**src/rtl/aes_pkg.sv**
```systemverilog
// Shared types and constants for the AES key-schedule controller.
package aes_pkg;

  localparam int unsigned AES_NR  = 10;
  localparam int unsigned AES_NRK = 11;
  localparam logic [3:0]  AES_NR_IDX = 4'(AES_NR);

  typedef logic [127:0] aes_key_t;

  typedef enum logic [1:0] {
    StIdle,
    StLoad,
    StExpand,
    StDone
  } aes_state_e;

endpackage

```
**src/rtl/aes_rk_store.sv**
```systemverilog
// Round-key store. AES_KEY_CACHE_EN keeps all 11 round keys; otherwise only the
// round-10 key (decrypt start key) is kept and returned for every read index.
module aes_rk_store
  import aes_pkg::*;
(
  input  logic       clk,
  input  logic       we,
  input  logic [3:0] widx,
  input  aes_key_t   wdata,
  input  logic [3:0] ridx,
  output aes_key_t   rdata
);

`ifdef AES_KEY_CACHE_EN
  aes_key_t mem [AES_NRK];

  always_ff @(posedge clk) begin
    if (we && widx <= AES_NR_IDX) begin
      mem[widx] <= wdata;
    end
  end

  always_comb begin
    rdata = '0;
    if (ridx <= AES_NR_IDX) begin
      rdata = mem[ridx];
    end
  end
`else
  aes_key_t k10_q;

  always_ff @(posedge clk) begin
    if (we && widx == AES_NR_IDX) begin
      k10_q <= wdata;
    end
  end

  assign rdata = k10_q;

  logic unused_ridx;
  assign unused_ridx = ^ridx;
`endif

endmodule

```
**src/rtl/aes_key_sched_ctrl.sv**
```systemverilog
// Key-schedule controller: accepts a cipher key, strobes the external expander and
// captures its 11 round keys. Build option AES_KEY_CACHE_EN selects the full key cache.
module aes_key_sched_ctrl
  import aes_pkg::*;
(
  input  logic         clk,
  input  logic         rst_n,
  input  logic         key_vld,
  input  logic [127:0] key_in,
  output logic         key_rdy,
  output logic         kld,
  output logic [127:0] key_out,
  input  logic [127:0] rk_in,
  input  logic [3:0]   rd_idx,
  output logic [127:0] rd_key,
  output logic         busy,
  output logic         sched_done
);

  aes_state_e state_q;
  aes_key_t   key_q;
  logic [3:0] rcnt_q;
  logic       kld_q, busy_q, done_q, rdy_q;
  logic       accept;
  logic       rk_we;

  assign accept = key_vld && rdy_q;

  // Acceptance takes priority in every state so a reload aborts a running schedule.
  always_ff @(posedge clk or negedge rst_n) begin
    if (!rst_n) begin
      state_q <= StIdle;
      key_q   <= '0;
      rcnt_q  <= '0;
      kld_q   <= 1'b0;
      busy_q  <= 1'b0;
      done_q  <= 1'b0;
      rdy_q   <= 1'b1;
    end else begin
      kld_q <= 1'b0;
      if (accept) begin
        state_q <= StLoad;
        key_q   <= key_in;
        rcnt_q  <= '0;
        kld_q   <= 1'b1;
        busy_q  <= 1'b1;
        done_q  <= 1'b0;
        rdy_q   <= 1'b0;
      end else begin
        unique case (state_q)
          StLoad: begin
            state_q <= StExpand;
            rcnt_q  <= '0;
            rdy_q   <= 1'b1;
          end
          StExpand: begin
            if (rcnt_q == AES_NR_IDX) begin
              state_q <= StDone;
              busy_q  <= 1'b0;
              done_q  <= 1'b1;
            end else begin
              rcnt_q <= rcnt_q + 4'd1;
            end
          end
          default: ;
        endcase
      end
    end
  end

  // An aborted schedule must not overwrite entries on the reload edge.
  assign rk_we = (state_q == StExpand) && !accept;

  aes_rk_store u_rk_store (
    .clk   (clk),
    .we    (rk_we),
    .widx  (rcnt_q),
    .wdata (rk_in),
    .ridx  (rd_idx),
    .rdata (rd_key)
  );

  assign key_rdy    = rdy_q;
  assign kld        = kld_q;
  assign key_out    = key_q;
  assign busy       = busy_q;
  assign sched_done = done_q;

endmodule

```
**config.mk**
```make
export PLATFORM = sky130hd
export DESIGN_NAME = aes_key_sched_ctrl
export DESIGN_NICKNAME = d
export VERILOG_FILES = /design/src/rtl/aes_pkg.sv /design/src/rtl/aes_rk_store.sv /design/src/rtl/aes_key_sched_ctrl.sv
export SDC_FILE = /design/constraint.sdc
export NUM_CORES = 1
export LEC_CHECK = 0
export CAP_MARGIN = 20
export CORE_AREA = 2 2 206 208
export DETAILED_ROUTE_END_ITERATION = 16
export DIE_AREA = 0 0 208 210
export PLACE_DENSITY = 0.48
export SYNTH_ARGS = -nofsm -noshare
export SYNTH_HDL_FRONTEND = slang
export SYNTH_HIERARCHICAL = 1
export SYNTH_SLANG_ARGS = --single-unit
```
**constraint.sdc**
```tcl
create_clock -name clk -period 8.15 [get_ports clk]
set_input_delay 2.445 -clock clk [delete_from_list [all_inputs] [get_ports clk]]
set_output_delay 2.445 -clock clk [all_outputs]
set_load 0.05 [all_outputs]
```
==> impl_metrics.yaml <==
detailed_routing:
  via_per_inst: 3.97
  wl_met2_mm: 17.7
  wl_met3_mm: 3.33
  drc: 0
  first_pass_iters: 4
  avgRoutedWirePerCell_microns: 18.5
  vias: 7212
  drtIter0Drc: 338
  ant_nets: 0
  top_layer: "met5"
  wl_met1_mm: 11.9
  routed_wl_mm: 33.7
critical_path:
  path_class: "in -> reg"
  crit_path_start_kind: "primary input"
  cpPeakStageDelay_ps: 520
  cp_max_fo: 128
  r2r-end: "u_rk_store/rdata[57]"
  cp.arrival_ps: 5080
  rrSetupSlack_ps: 5260
  rr_startpoint: "key_rdy"
  endpoint_kind: "register"
  crit_path_top_delay_cell: "nand2_4"
  crit_required_ps: 8340
  path_cells: "clkdlybuf4s50_1 -> nand2_4 -> inv_4 -> nor2_1 -> nand3b_4 -> nor3b_4 -> buf_12"
  rr_worst_depth: 6
finish:
  seqCellArea_sq_mm: 0.00730
  final_common_cell: "clkdlybuf4s50_1"
  design_area_sq_mm: 0.0160
  final_cell_mix: "clkdlybuf4s50_1 (517), nand2_1 (389), dfrtp_1 (137)"
  multi_input_area_sq_mm: 0.00172
  area_growth_pct: 73.9
  fill_cells: 4139
  utilization: 0.385
  fin_nets: 1513
  drive_gt1_frac: 0.0456
cts:
  tritoncts: "yes"
  cts_hold_buf: 0
  post-cts-setup-buffer-count: 0
  clkLatencyLatePin_ps: 570
  htree_levels: 1
  ctsResizeCount: 0
  cts_buffers: 31
  clkSlewWorstSetupHoldPaths_ps: 60
  clkSinkCount: 266
  cts_root_buf: "clkbuf_16"
  clock_path_buffers: 3
yosys:
  yosysUniqueCellTypes: 32
  synth_top_area_cell: "edfxtp_1"
  yosysTopAreaCellShare: 0.419
  synth_area_sq_mm: 0.00918
  synth-seq-cells: 266
  synth_seq_area_share: 0.795
  synth_cells: 723
  avgSynthCellArea_sq_um: 12.7
  yosysWarnings: 6
  synth_area_leaders: "edfxtp_1 (42%), dfrtp_1 (37%), nand2_1 (16%)"
  synth_fp_nets: 988
status:
  outcome: "finished clean"
sta:
  grt_setup_unrepaired: "no"
  finalCriticalPeriod_ps: 4890
  relSlewSlack: 0.288
  fin_crit_sh: 0.600
  hold-worst-slack_ps: 470
  fin_skew_ps: 14.5
  setup_violations: 0
  worstMarginPinSlew_ps: 1070
  hold_violations: 0
  fmax_ghz: 0.205
  finalMaxSlewViolations: 0
  fin_tns_setup_ps: 0
floorplanning:
  start_util: 0.221
  rows: 75
  core_sq_mm: 0.0415
  die_w_microns: 208
  die-area_sq_mm: 0.0437
  die_y_microns: 210
  io-pin-count: 523
placed_design:
  place_area_sq_mm: 0.0149
  dpl.hpwl_mm: 24.9
  numPortBuffers: 518
  gp_congestion: 0.839
min_path:
  worstHoldStart: "key_out[56]"
  whs_path_depth: 2
  hp-class: "reg -> reg"
  min_to: "key_out[56]"
grt:
  grt_pass1_wl_mm: 48.5
  grt.overflow.total: 0
  grt_usage: 0.148
  antenna_found_initial: 8
  grt_max_degree: 129
  grt_pass1_vias: 7197
job:
  maxCapViolCount: 0
power_and_ir_drop:
  vdd_drop_max_v: 0.000137
  p_per_area_mw_per_mm2: 183
  leakage_nw: 6.75
==> cells in the mapped netlist <==
cell type,count
nand2_1,390
dfrtp_1,137
edfxtp_1,128
clkbuf_1,15
buf_2,9
nor2_1,5
a31oi_1,4
inv_1,4
buf_1,3
o21ai_0,3
buf_6,2
ha_1,2
nand3_1,2
a2111oi_2,1
a22o_2,1
and2_2,1
and3b_1,1
clkbuf_8,1
dfstp_2,1
inv_2,1
nand2b_4,1
nand3b_1,1
nand3b_4,1
nor2b_1,1
nor3_1,1
nor3b_2,1
o211ai_1,1
o21a_1,1
o32ai_1,1
or3_1,1
or4_1,1
xor2_1,1
==> worst max-delay path, delay by kind of cell <==
family / cells / cell delay [ps]
AND/OR/NAND/NOR: 4 / 1140
buffers and inverters: 3 / 1320
==> state kept, by name, indices dropped and copies added (netlist names) <==
register and count:
key_out 128, kld 1, key_rdy 1, sched_done 1, u_rk_store/rdata 128, state_q 2, busy 1, rcnt_q 4
==> layer usage <==
layer  global-route usage  vias to the layer above
met3               0.0596                       49
met5                    0                        -
li1                     -                     3394
met2                0.271                      323
met4               0.0399                        2
met1                0.157                     3444
==> where the power goes <==
| part | switching, mW | internal (mW) |
|---|---|---|
| sequential | 0 | 1.41 |
| combinational | 0.0310 | 0.108 |
| clock | 0.553 | 0.818 |
==> logic make-up (layout without fill, tap and decap cells) <==
group	count (synthesis)	after routing	share of synthesized area
other	0	4	0
and+or+nand+nor	407	407	0.173
adders and majority gates	2	2	0.00273
AOI/OAI and AO/OA	12	12	0.00968
buffers and inverters	35	585	0.0183
xor gates and xnor gates	1	1	0.000955
DFF	266	266	0.795
==> worst max path at each step <==
| stage | start | endpoint | slack [ps] |
|---|---|---|---|
| 2_1_floorplan | key_vld | u_rk_store/rdata[0] | 1320 |
| 3_3_place_gp | key_vld | u_rk_store/rdata[28] | 2640 |
| 3_5_place_dp | key_vld | u_rk_store/rdata[51] | 2610 |
| 4_1_cts | key_vld | u_rk_store/rdata[68] | 3240 |
| 5_1_grt | key_vld | u_rk_store/rdata[66] | 3080 |
| 6_report | key_vld | u_rk_store/rdata[57] | 3260 |
==> per-stage QoR <==
step | worst slack (ps) | power [mW] | instances
after detailed placement | 2610 | 1.58 | 1754
after global routing | 3080 | 3.03 | 1813
after global placement | 2640 | 1.57 | 1754
final | 3260 | 2.92 | 1816
after floorplan | 1320 | 1.44 | 723
after CTS | 3240 | 2.97 | 1812
==> area by class of cell <==
cell class,count,share of cell area
clock inverter,16,0.00964
inverter,5,0.00133
sequential,266,0.457
timing repair buffer,522,0.328
antenna,4,0.000627
tap,539,0.0423
multi-input combinational,422,0.108
clock buffer,42,0.0531
Note: power is estimated with default switching activity, not from simulation.
==> RTL edit: new RTL, same settings <==
Add a define of `AES_KEY_CACHE_EN`.
--- a/src/rtl/aes_rk_store.sv
+++ b/src/rtl/aes_rk_store.sv
@@ -2,2 +2,4 @@
 // round-10 key (decrypt start key) is kept and returned for every read index.
+`define AES_KEY_CACHE_EN
+
 module aes_rk_store
Check against the original RTL: not equivalent (Yosys sat finds a counterexample within 4 cycles, from zero or initial values and one cycle with rst_n low).
==> RTL edit against the unedited design <==
- synthesized cell count rose to 4.4 times the old value
- the flow now stops in 3_1_place_gp_skip_io
- synthesized area rose to 6.5 times the old value
==> RTL edit: results (changes against the unedited design) <==
| Metric | Value |
|---|---|
| List of most frequent post-synthesis cells | 1408 x edfxtp_1, 393 x nand2_1, 286 x mux2i_1 |
| Post-synthesis register bit count | 1546 (+480%) |
| Status | did not finish |
| Netlist cell types | 43 (+34%) |
| Ys async rst share | 8.926% (-43 points) |
| Syn_area_per_cell | 18.58 sq um (+46%) |
| Post-synth EDFFs | 1408 (+1000%) |
| Syn_nets | 3476 (+250%) |
| Err | [ERROR GPL-0301] Utilization 149.196 % exceeds 100%. |
| Die X | 208 um (unchanged) |
| Failed at | 3_1_place_gp_skip_io |
| Seq/Total Area, Yosys | 76.65% (-2.9 points) |
| Syn. warnings | 6 (unchanged) |
| Top post-synthesis cells by area | edfxtp_1 71%, dfrtp_1 5.7%, mux4_2 4.8% |
[RTL edit: cell types whose count changed after synthesis, sizes merged, moves of 52 or more]
cell,unedited run,this run
mux2i,0,286
mux4,0,128
buf,14,116
nand2b,1,53
mux2,0,225
a221oi,0,99
edfxtp,128,1408
o22ai,0,78
clkbuf,16,75
nor2,5,92
a221o,0,78
[RTL edit: cells by family after synthesis]
| group | synth area share, % |
|---|---|
| muxes | 13.88 |
| buffers and inverters | 1.826 |
| xor gates and xnor gates | 0.01468 |
| and+or+nand+nor | 3.825 |
| DFF | 76.65 |
| adders and majority gates | 0.04193 |
| AOI/OAI and AO/OA | 3.768 |
